File: src/rtl/fir_mac_seq.sv
// rtl/fir_mac_seq.sv - sequential FIR multiply-accumulate with round and saturate
// One shared multiplier walks the latched delay line; result is rounded, clipped and strobed.
module fir_mac_seq #(
   parameter int NUM_TAPS = 3,
   parameter int DATA_W   = 3,
   parameter int COEFF_W  = 16,
   parameter int ACC_W    = 21,
   parameter int SHIFT    = 0,
   parameter int OUT_W    = 16,
   localparam int IDX_W   = (NUM_TAPS > 1) ? $clog2(NUM_TAPS) : 1
) (
   input  logic                         iClk_12M,
   input  logic                         iRsn,
   input  logic                         iStart,
   input  logic [NUM_TAPS*DATA_W-1:0]   iDelay,
   input  logic signed [COEFF_W-1:0]    iCoeff,
   output logic [IDX_W-1:0]             oCoeffAddr,
   output logic                         oBusy,
   output logic                         oValid,
   output logic signed [OUT_W-1:0]      oFirOut,
   output logic                         oSat
);

   localparam int PROD_W = DATA_W + COEFF_W;
   localparam int RND_SH = (SHIFT > 0) ? SHIFT - 1 : 0;
   localparam logic [IDX_W-1:0] LAST_IDX = IDX_W'(NUM_TAPS - 1);
   localparam logic signed [ACC_W:0] RND =
      (SHIFT > 0) ? ((ACC_W+1)'(1) <<< RND_SH) : '0;
   localparam logic signed [ACC_W:0] MAX_V =
      {{(ACC_W+2-OUT_W){1'b0}}, {(OUT_W-1){1'b1}}};
   localparam logic signed [ACC_W:0] MIN_V =
      {{(ACC_W+2-OUT_W){1'b1}}, {(OUT_W-1){1'b0}}};

   typedef enum logic [1:0] {S_IDLE, S_MAC, S_OUT} state_t;

   state_t                         state;
   logic [IDX_W-1:0]               idx;
   logic [NUM_TAPS*DATA_W-1:0]     delay_q;
   logic signed [ACC_W-1:0]        acc;
   logic signed [DATA_W-1:0]       tap;
   logic signed [PROD_W-1:0]       prod;
   logic signed [ACC_W:0]          acc_rnd;
   logic signed [ACC_W:0]          r_sh;
   logic signed [ACC_W:0]          r_sat;
   logic                           clip;

   assign tap  = delay_q[idx*DATA_W +: DATA_W];
   assign prod = PROD_W'(tap) * PROD_W'(iCoeff);

   // One extra bit of headroom so the rounding add cannot wrap.
   assign acc_rnd = (ACC_W+1)'(acc) + RND;
   assign r_sh    = acc_rnd >>> SHIFT;

   always_comb begin
      r_sat = r_sh;
      clip  = 1'b0;
      if (r_sh > MAX_V) begin
         r_sat = MAX_V;
         clip  = 1'b1;
      end else if (r_sh < MIN_V) begin
         r_sat = MIN_V;
         clip  = 1'b1;
      end
   end

   assign oCoeffAddr = (state == S_MAC) ? idx : '0;
   assign oBusy      = (state != S_IDLE);

   always_ff @(posedge iClk_12M) begin
      if (!iRsn) begin
         state   <= S_IDLE;
         idx     <= '0;
         acc     <= '0;
         delay_q <= '0;
         oFirOut <= '0;
         oSat    <= 1'b0;
         oValid  <= 1'b0;
      end else begin
         oValid <= 1'b0;
         case (state)
            S_IDLE: begin
               if (iStart) begin
                  delay_q <= iDelay;
                  acc     <= '0;
                  idx     <= '0;
                  state   <= S_MAC;
               end
            end
            S_MAC: begin
               acc <= acc + ACC_W'(prod);
               if (idx == LAST_IDX) state <= S_OUT;
               else                 idx   <= idx + 1'b1;
            end
            S_OUT: begin
               oFirOut <= r_sat[OUT_W-1:0];
               oSat    <= clip;
               oValid  <= 1'b1;
               idx     <= '0;
               state   <= S_IDLE;
            end
            default: state <= S_IDLE;
         endcase
      end
   end

endmodule

File: config.mk
export PLATFORM = sky130hd
export DESIGN_NAME = fir_mac_seq
export DESIGN_NICKNAME = d
export VERILOG_FILES = /design/src/rtl/fir_mac_seq.sv
export SDC_FILE = /design/constraint.sdc
export NUM_CORES = 1
export LEC_CHECK = 0
export BUFFER_PORTS_ARGS = -buffer_cell sky130_fd_sc_hd__buf_4
export CORE_MARGIN = 4
export CORE_UTILIZATION = 60
export CTS_CLUSTER_DIAMETER = 120
export DETAILED_ROUTE_END_ITERATION = 8
export GPL_TIMING_DRIVEN = 0
export PLACE_DENSITY = 0.9
export SYNTH_ARGS = -nofsm -noshare
export SYNTH_HDL_FRONTEND = slang
export SYNTH_SLANG_ARGS = --single-unit
File: constraint.sdc
create_clock -name iClk_12M -period 10.7 [get_ports iClk_12M]
set_input_delay 1.07 -clock iClk_12M [delete_from_list [all_inputs] [get_ports iClk_12M]]
set_output_delay 1.07 -clock iClk_12M [all_outputs]
set_load 0.02 [all_outputs]
==> metrics.cfg, run 1 <==
[status]
status = completed

[sta]
rsz0062_at_grt = no
hold_violations = 0
setup_tns_ns = 0
finalMaxSlewViolations = 0
fin_crit_ns = 6.06
tightest_slew_ns = 1.23
max-slew-margin-rel_pct = 17.4
final.setup.worst_slack_ns = 4.64
finClkSkew_ns = 0.0118
fin_hold_ws_ns = 0.468
timing.fmax_ghz = 0.165
period_share_pct = 56.7
setup_violations = 0

[hold_path]
whs_path_depth = 2
hold_path.class = flop to flop

[yosys]
synth_seq_cells = 52
syn_area_per_cell_um2 = 8.65
synth_seq_area_share_pct = 25.0
synthTopCellsByArea = dfxtp_1 25%, fa_1 17%, ha_1 13%
yosysWarningCount = 0
synth_common_cells = 52 x dfxtp_1, 49 x nand2_1, 42 x ha_1, 42 x nor2_1, 40 x and2_1
ys_async_sr_fraction_pct = 0
synth_ff_type = dfxtp_1
synthCells = 481
syn_nets = 586
synth.distinct_cells = 40
synth_most_common_cell = dfxtp_1
yosysTopAreaCell = dfxtp_1
synth_top_cell_area_share_pct = 25.0
syn_area_mm2 = 0.00416
synth_edf_count = 0

[clocking]
cts_tree = yes
cts_setup_buffers = 0
cts_resized = 0
cts-htree-levels = 2
cts_buffers = 5
root_buffer = clkbuf_8
clkTransAtPathRegs_ns = 0.10
cts_num_sinks = 52
clock_latency_ns = 0.32
ctsHoldBuffers = 0
clockBufferDepth = 2

[run]
cap_violations = 0

[floorplanning]
die_w_um = 91.3
io_pins = 49
core-area_mm2 = 0.00676
rows = 30
start_util_pct = 61.6
dieArea_mm2 = 0.00833
fp.dieH_um = 91.3

[power]
power.density_mw_per_mm2 = 101
leakage_nw = 2.31
finalPower_w = 0.000474
vdd_drop_max_mv = 0.0540

[setup_path]
cp.arrival_ns = 6.27
critPathKind = flop to flop
path_buf_inv = 3
cp-end-kind = flop
cp.depth = 18
crit_family = compound AO/OA/AOI/OAI gates
rr_worst_depth = 18
crit_fanout = 10
cp_common_cell = fa_1
cp-start-kind = flop
cp.required_ns = 10.91
critical_path.cell_chain = buf_2, mux2i_1, o21ai_0, clkbuf_1, nand2_1, fa_1, fa_1, fa_1, inv_1, ha_1, fa_1, a21o_1, a221o_1, a21oi_4, o211ai_2, xnor2_2, o21bai_1, a22o_1
slowest_delay_ns = 0.95
cp_slowest_cell = o21ai_0

[cells_and_area]
area_growth_pct = 13.0
seq_area_mm2 = 0.00104
nFillCells = 524
nets = 640
drive_gt1_share_pct = 11.2
diodes = 0
multi_input_area_mm2 = 0.00295

[grt]
antenna_found_initial = 0
grt_max_degree = 18
grt_pass1_vias = 3763
grt_pass1_wl_um = 17100
grt_usage_pct = 25.1
grt_overflow_total = 0

[routing]
first_pass_iters = 5
drtAntennaViolNets = 0
routed_wl_um = 10000
routed_via_density = 5.97
via_count = 3679
drc_errors = 0
drt_iter0_markers = 261
detail_route.wl_per_cell_um = 16.3

[placement]
hpwl_um = 7780
portBuffers = 47
pre_cts_ws_ns = 4.64
finalWeightedCongestion = 0.943

==> worst min-delay path: stages (launching register included) <==
cell	delay, ns
dfxtp_1	0.32
nand2_1	0.04
a21boi_0	0.06
==> stage by stage <==
stage	instance area, um^2	utilization, %	cells
after floorplan	4160	-	481
after global placement	4610	68.3	608
after detailed placement	4610	68.3	608
after CTS	4700	69.6	616
after global routing	4700	69.6	616
final	4700	69.6	616
==> state kept, by name (all words and copies together) (netlist names) <==
signal and flops:
oValid 1, oFirOut 16, idx 2, state 2
oSat 1, acc 21, delay_q 9
==> cell type report <==
type	instances	share of cell area, %
repair buffers	47	7.50
well taps	80	2.13
clock inverters	3	0.452
multi-input cells	385	62.8
clock buffers	5	1.46
inverters	17	1.36
plain buffers	27	2.18
flip-flops and latches	52	22.1
==> path summary, 6_finish.rpt <==
check	start	to	slack, ns
setup / recovery	idx[1]	acc[20]	4.64
hold / removal	delay_q[2]	delay_q[2]	0.47
setup reg to reg	idx[1]	acc[20]	4.64
hold reg to reg	delay_q[2]	delay_q[2]	0.47
==> cell families after synthesis <==
group,Yosys count,synth area share (%)
AOI/OAI and AO/OA,121,17.6
xor gates and xnor gates,19,4.18
adders and majority gates,77,29.5
buffers and inverters,44,4.00
DFF,52,25.0
muxes,4,0.962
and+or+nand+nor,164,18.8
==> per-layer routing <==
| metal | track usage (%) | part of all wire (%) |
|---|---|---|
| met3 | 2.98 | 5.3 |
| met4 | 12.8 | 4.1 |
| met2 | 42.2 | 48 |
| met1 | 31.6 | 42 |
| met5 | 0 | 0 |
==> report_power, final <==
group / internal (W) / switching, W / total [W] / leakage (nW)
combinational: 0.0000609 / 0.0000876 / 0.000149 / 1.85
clock: 0.0000466 / 0.0000691 / 0.000116 / 0.0445
sequential: 0.000201 / 0.00000828 / 0.000210 / 0.422
==> placed cells by master, fill, tap and decap left out, drive strengths merged, types with 9 or more instances in the layout <==
cell type / count
and2: 40
xor2: 9
dfxtp: 52
a21oi: 35
o21ai: 43
nand3: 14
fa: 35
buf: 50
nor2: 42
a21boi: 14
xnor2: 10
inv: 18
nand2: 49
clkbuf: 29
a21o: 9
ha: 42
Power figures use the tool's default switching activity.
==> run 2: changes to the inputs <==
ABC_AREA = 1   (was not set)
CORE_UTILIZATION = 54   (was 60)
PLACE_DENSITY = 0.85   (was 0.9)
clock period = 4.9 ns   (was 10.7 ns; I/O delays follow)
==> run 2 against run 1 <==
- via count up 14%
- first-iteration DRC count up 14%
- sequential cell count unchanged
- clock-buffer cell count up 1
- clock skew down 0.0017 ns
- sequential share of layout area down 1.4 points
- clock power rose to 2.8 times the previous value
- critical path depth up 1
- global-route usage down 0.57 points
- design area up 6.7%
==> metrics.cfg, run 2 <==
[clocking]
cts_buffers = 5  ; unchanged
clockBufferDepth = 2  ; unchanged
ctsHoldBuffers = 0  ; unchanged
cts_resized = 0  ; unchanged
cts_num_sinks = 52  ; unchanged
root_buffer = clkbuf_8
clkTransAtPathRegs_ns = 0.10  ; about the same
clock_latency_ns = 0.32  ; about the same
cts_setup_buffers = 0  ; unchanged
cts-htree-levels = 2  ; unchanged
cts_tree = yes

[cells_and_area]
regMostFlops = acc
nFillCells = 643  ; +23%
drive_gt1_share_pct = 13.8  ; +2.6 points
final_common_cell = nand2_1
final_cell_mix = 125 x nand2_1, 102 x nor2_1, 65 x a21oi_1, 63 x inv_1, 52 x dfxtp_1
diodes = 0  ; unchanged
largest_registers = acc x21, oFirOut x16, delay_q x9
largest_reg_flops = 21  ; unchanged
nets = 762  ; +19%
area_growth_pct = 13.8

[routing]
via_count = 4176  ; +14%
wl_met1_um = 4750  ; +12%
drtAntennaViolNets = 0  ; unchanged
first_pass_iters = 6  ; +1
detail_route.wl_per_cell_um = 15.0  ; -7.7%
highest_layer = met4
wl_met2_um = 5590  ; +15%
drc_errors = 0  ; unchanged
routed_via_density = 5.49  ; -8.0%
routed_wl_um = 11400  ; +14%
drt_iter0_markers = 297  ; +14%
wl_met3_um = 792  ; +50%

[sta]
setup_violations = 0  ; unchanged
tightest_slew_ns = 0.506  ; -0.721 ns
setup_tns_ns = 0  ; unchanged
finClkSkew_ns = 0.0101  ; -0.00166 ns
period_share_pct = 85.2  ; +29 points
timing.fmax_ghz = 0.240  ; +45%
rsz0062_at_grt = no
hold_violations = 0  ; unchanged
finalMaxSlewViolations = 0  ; unchanged
max-slew-margin-rel_pct = 66.3  ; +49 points
fin_crit_ns = 4.17  ; -1.89 ns
fin_hold_ws_ns = 0.381  ; -0.0867 ns

[yosys]
synthTopCellsByArea = dfxtp_1 24%, fa_1 16%, ha_1 12%
syn_nets = 707  ; +21%
synthCells = 602  ; +25%
syn_area_per_cell_um2 = 7.33  ; -15%
yosysWarningCount = 0  ; unchanged
synth-simple-area-share_pct = 26.5  ; +7.7 points
synth_most_common_cell = nand2_1
synth_seq_cells = 52  ; unchanged
synth_common_cells = 125 x nand2_1, 102 x nor2_1, 65 x a21oi_1
synth-compound-area-share_pct = 12.9  ; -4.6 points
ys_async_sr_fraction_pct = 0  ; unchanged
yosysTopAreaCell = dfxtp_1
synth_ff_type = dfxtp_1
synth_edf_count = 0  ; unchanged
synth_seq_area_share_pct = 23.6  ; -1.4 points
synth.distinct_cells = 34  ; -15%
synth_mux_area_share_pct = 0  ; -0.96 points
synthAdderAreaFrac_pct = 27.8  ; -1.7 points
synthXorXnorAreaFrac_pct = 0.596  ; -3.6 points
synth_top_cell_area_share_pct = 23.6  ; -1.4 points
synth_top_family_by_area = adder cells
syn_area_mm2 = 0.00441  ; +6.0%

[floorplanning]
core-area_mm2 = 0.00785  ; +16%
fp.dieH_um = 98.4  ; +7.8%
io_pins = 49  ; unchanged
rows = 32  ; +6.7%
start_util_pct = 56.2  ; -5.4 points
die_w_um = 98.4  ; +7.8%
dieArea_mm2 = 0.00968  ; +16%

[power]
vdd_drop_max_mv = 0.142  ; +160%
leakage_nw = 2.58  ; +12%
power.density_mw_per_mm2 = 346  ; +240%

[grt]
grt_overflow_total = 0  ; unchanged
grt_usage_pct = 24.5  ; -0.57 points
grt_pass1_wl_um = 19300  ; +13%
grt_pass1_vias = 4096  ; +8.8%
antenna_found_initial = 0  ; unchanged
grt_max_degree = 17  ; -1

[setup_path]
crit_fanout = 10  ; unchanged
critPathKind = flop to flop
cp_common_cell = nand2_1
path_buf_inv = 4  ; +1
cp_slowest_cell = fa_1
r2r-start = idx[0]
slowest_delay_ns = 0.56  ; -0.39 ns
cp.arrival_ns = 4.42  ; -1.85 ns
critical_path.cell_chain = inv_2, o21ai_0, nand2_1, inv_1, buf_2, nor2_1, fa_1, fa_1, ha_1, ha_1, nand2_1, inv_1, a21oi_1, nand2_2, nand3_1, nand2_1, nand2_1, nand3_1, a21oi_1
crit_path_end = acc[13]
cp-start-kind = flop
rr_worst_depth = 19  ; +1
startpoint = idx[0]
cp.depth = 19  ; +1
crit_family = adder cells
cp-end-kind = flop
rrSetupSlack_ns = 0.73  ; -3.91 ns
rr_endpoint = acc[13]
cp.required_ns = 5.15  ; -5.76 ns

[placement]
portBuffers = 48  ; +2.1%
finalWeightedCongestion = 0.993  ; +5.2%
hpwl_um = 8880  ; +14%

[status]
status = completed

[hold_path]
hold_path.class = primary input to flop

[run]
cap_violations = 0  ; unchanged

[run 2: how the worst min path moves through the flow]
stage                     slack, ns     endpoint   startpoint  depth (start not counted)
after floorplan                0.45       acc[2]       acc[2]                          2
after global placement         0.46  oFirOut[15]  oFirOut[15]                          2
after detailed placement       0.47  oFirOut[15]  oFirOut[15]                          2
after CTS                      0.39   delay_q[1]    iDelay[1]                          3
after global routing           0.39   delay_q[8]    iDelay[8]                          3
final                          0.38   delay_q[1]    iDelay[1]                          3
[run 2: metal layers]
layer	vias to the layer above	track usage (%)
met5	-	0
met4	0	9.24
met3	27	4.86
met2	162	41.8
met1	1956	30.6
li1	2031	-
[run 2: worst reg2reg max path, delay by kind of cell, from the launching register on]
kind / cells / cell delay, ns
adder cells (fa/ha/maj): 4 / 1.70
buffers and inverters: 4 / 0.69
flip-flops: 1 / 0.43
AND/OR/NAND/NOR: 8 / 0.75
AO/OA/AOI/OAI: 3 / 0.55
[run 2: report_power, final]
part | total [W] | leakage [nW] | switching [W] | internal (W)
logic | 0.000910 | 2.10 | 0.000569 | 0.000341
clock network | 0.000325 | 0.0614 | 0.000158 | 0.000167
registers | 0.000504 | 0.423 | 0.0000444 | 0.000460
[run 2: kinds of logic (layout without fill, tap and decap cells)]
family,after synthesis,after routing
AO/OA/AOI/OAI,106,106
adder cells (fa/ha/maj),77,77
flip-flops,52,52
buffers and inverters,85,141
XOR/XNOR,3,3
AND/OR/NAND/NOR,279,279
[run 2: layout make-up]
type / instances / area, um^2 / share of cell area (%)
inverter: 69 / 259 / 5.16
buffer: 16 / 118 / 2.34
timing repair buffer: 48 / 360 / 7.18
tap: 102 / 128 / 2.54
sequential: 52 / 1040 / 20.7
multi-input combinational: 465 / 2990 / 59.6
clock inverter: 2 / 38.8 / 0.772
clock buffer: 6 / 82.6 / 1.64
[run 2: through the flow]
step                worst slack (ns)  area [um^2]  std cells  utilization (%)  power (W)
finish                         0.726         5020        760             64.0    0.00174
global route                   0.432         5020        760             64.0    0.00188
CTS                            0.784         5020        760             64.0    0.00172
detailed placement             0.827         4900        752             62.4    0.00139
global placement               0.887         4900        752             62.4    0.00136
floorplan                       1.24         4410        602                -    0.00117
==> run 3: changes to the inputs <==
ABC_AREA = 0   (was 1)
PLACE_DENSITY = 0.86   (was 0.85)
==> run 3 against run 2 <==
- first-iteration DRC count decreased by 54%
- largest power group is now sequential cells
- core utilization increased by 2.5 points
- largest cell class unchanged
- global-route usage decreased by 0.86 points
- sequential power decreased by 9.3%
- design area decreased by 2.4%
==> metrics.cfg, run 3 (synthesis results as in run 1) <==
[status]
status = completed

[setup_path]
crit_fanout = 7  ; -3
rrSetupSlack_ns = 0.26  ; -0.47 ns
cp-end-kind = flop
rr_worst_depth = 18  ; -1
cp.required_ns = 5.11  ; -0.04 ns
r2r-start = idx[1]
cp-start-kind = flop
rr_endpoint = acc[20]
critPathKind = flop to flop
cp.arrival_ns = 4.85  ; +0.43 ns

[routing]
drt_iter0_markers = 136  ; -54%
drc_errors = 0  ; unchanged
detail_route.wl_per_cell_um = 15.8  ; +5.2%
first_pass_iters = 4  ; -2
via_count = 3697  ; -11%
routed_via_density = 5.73  ; +4.3%
routed_wl_um = 10200  ; -11%
drtAntennaViolNets = 0  ; unchanged

[power]
p_switching_w = 0.000369  ; -52%
power.density_mw_per_mm2 = 216  ; -38%
switching_share_pct = 34.9  ; -9.4 points
internal_power_w = 0.000688  ; -29%
p_seq_share_pct = 43.2  ; +14 points
vdd_drop_max_mv = 0.147  ; +3.8%
power_frac_clock_pct = 24.6  ; +5.9 points
comb_power_share_pct = 32.2  ; -20 points
leakage_nw = 2.39  ; -7.4%

[sta]
setup_violations = 0  ; unchanged
max-slew-margin-rel_pct = 62.0  ; -4.3 points
finClkSkew_ns = 0.0144  ; +0.00426 ns
timing.fmax_ghz = 0.215  ; -10%
setup_tns_ns = 0  ; unchanged
tightest_slew_ns = 0.566  ; +0.0605 ns
period_share_pct = 94.7  ; +9.5 points
rsz0062_at_grt = no
fin_crit_ns = 4.64  ; +0.467 ns
finalMaxSlewViolations = 0  ; unchanged
hold_violations = 0  ; unchanged

[grt]
grt_max_degree = 19  ; +2
grt_pass1_vias = 3665  ; -11%
grt_overflow_total = 0  ; unchanged
antenna_found_initial = 0  ; unchanged
grt_pass1_wl_um = 17000  ; -12%
grt_usage_pct = 23.6  ; -0.86 points

[cells_and_area]
design_area_mm2 = 0.00490  ; -2.4%
final_common_cell = buf_4
drive_gt1_share_pct = 15.8  ; +1.9 points
diodes = 0  ; unchanged
largest_registers = acc x21, oFirOut x16, delay_q x9
regMostFlops = acc
area_growth_pct = 17.8
largest_reg_flops = 21  ; unchanged
final_cell_mix = 57 x buf_4, 50 x dfxtp_1, 49 x nand2_1, 41 x ha_1
nets = 650  ; -15%

[floorplanning]
die_w_um = 95.8  ; -2.6%
start_util_pct = 56.5  ; +0.25 points
core-area_mm2 = 0.00737  ; -6.1%
dieArea_mm2 = 0.00917  ; -5.2%
io_pins = 49  ; unchanged
fp.dieH_um = 95.8  ; -2.6%
rows = 31  ; -3.1%

[clocking]
ctsHoldBuffers = 0  ; unchanged
clockBufferDepth = 2  ; unchanged
cts_tree = yes
cts_buffers = 5  ; unchanged
clock_latency_ns = 0.32  ; about the same
cts-htree-levels = 2  ; unchanged
root_buffer = clkbuf_8
cts_num_sinks = 52  ; unchanged
clkTransAtPathRegs_ns = 0.11  ; about the same

[run]
cap_violations = 0  ; unchanged

[hold_path]
min_from = iDelay[2]
whs_path_depth = 3  ; unchanged
hold_end = delay_q[2]
hold_path.class = primary input to flop

[placement]
finalWeightedCongestion = 0.926  ; -6.7%
hpwl_um = 7790  ; -12%
placed_cell_area_mm2 = 0.00464  ; -5.3%
portBuffers = 47  ; -2.1%

[run 3: how the worst max path moves through the flow]
stage            from  slack [ns]  cells after the start      end
6_report       idx[1]        0.26                     18  acc[20]
5_1_grt        idx[1]        0.02                     18  acc[20]
4_1_cts        idx[1]       0.002                     18  acc[16]
3_5_place_dp   idx[1]       -1.02                     18  acc[20]
3_3_place_gp   idx[1]       -0.97                     18  acc[20]
2_1_floorplan  idx[1]        0.15                     18  acc[20]
[run 3: power by group through the flow]
| stage | Combinational (W) | Clock, W | Sequential, W |
|---|---|---|---|
| finish | 0.000340 | 0.000260 | 0.000457 |
| global route | 0.000388 | 0.000278 | 0.000460 |
| CTS | 0.000331 | 0.000261 | 0.000458 |
| detailed placement | 0.000319 | 0 | 0.000467 |
| global placement | 0.000309 | 0 | 0.000466 |
| floorplan | 0.000234 | 0 | 0.000462 |
[run 3: per-layer routing]
layer	routed length [um]	part of all wire (%)	GRT usage (%)
met1	4290	42	29.7
met3	568	5.6	3.52
met5	0	0	0
met2	5000	49	40.7
met4	335	3.3	9.36
[run 3: stage by stage]
step	hold slack, ns	instances	total power [W]	setup WS [ns]	util, %
global route	0.425	645	0.00113	0.0158	66.5
detailed placement	0.460	627	0.000786	-1.02	62.9
CTS	0.421	639	0.00105	0.00201	65.5
global placement	0.451	627	0.000775	-0.968	62.9
finish	0.421	645	0.00106	0.259	66.5
floorplan	0.443	481	0.000696	0.145	-
[run 3: final cells by class]
class                           count  area [um^2]
Inverter                           17         63.8
Fill cell                         598         2470
Clock buffer                        5         68.8
Multi-Input combinational cell    385         3010
Timing Repair Buffer               57          428
Buffer                             27          133
Tap cell                           99          124
Sequential cell                    52         1050
Clock inverter                      3         27.5
[run 3: repair_timing]
item	CTS	global route
gates resized for setup	20	10
pin swaps	4	12
buffers inserted	4	6
gates cloned	0	0
endpoints found under the setup margin	16	11
hold endpoints to repair	0	0
[run 3: critical path: stages (launching register included)]
cell and delay (ns):
dfxtp_2 0.35, buf_6 0.14, mux2i_1 0.13, o21ai_2 0.22
clkbuf_8 0.18, nand2_1 0.08, fa_1 0.56, fa_1 0.43
fa_1 0.51, inv_1 0.05, ha_2 0.20, fa_2 0.35
a21o_1 0.20, a221o_1 0.41, a21oi_4 0.19, o211ai_2 0.12
xnor2_2 0.19, o21bai_1 0.07, a22o_1 0.17
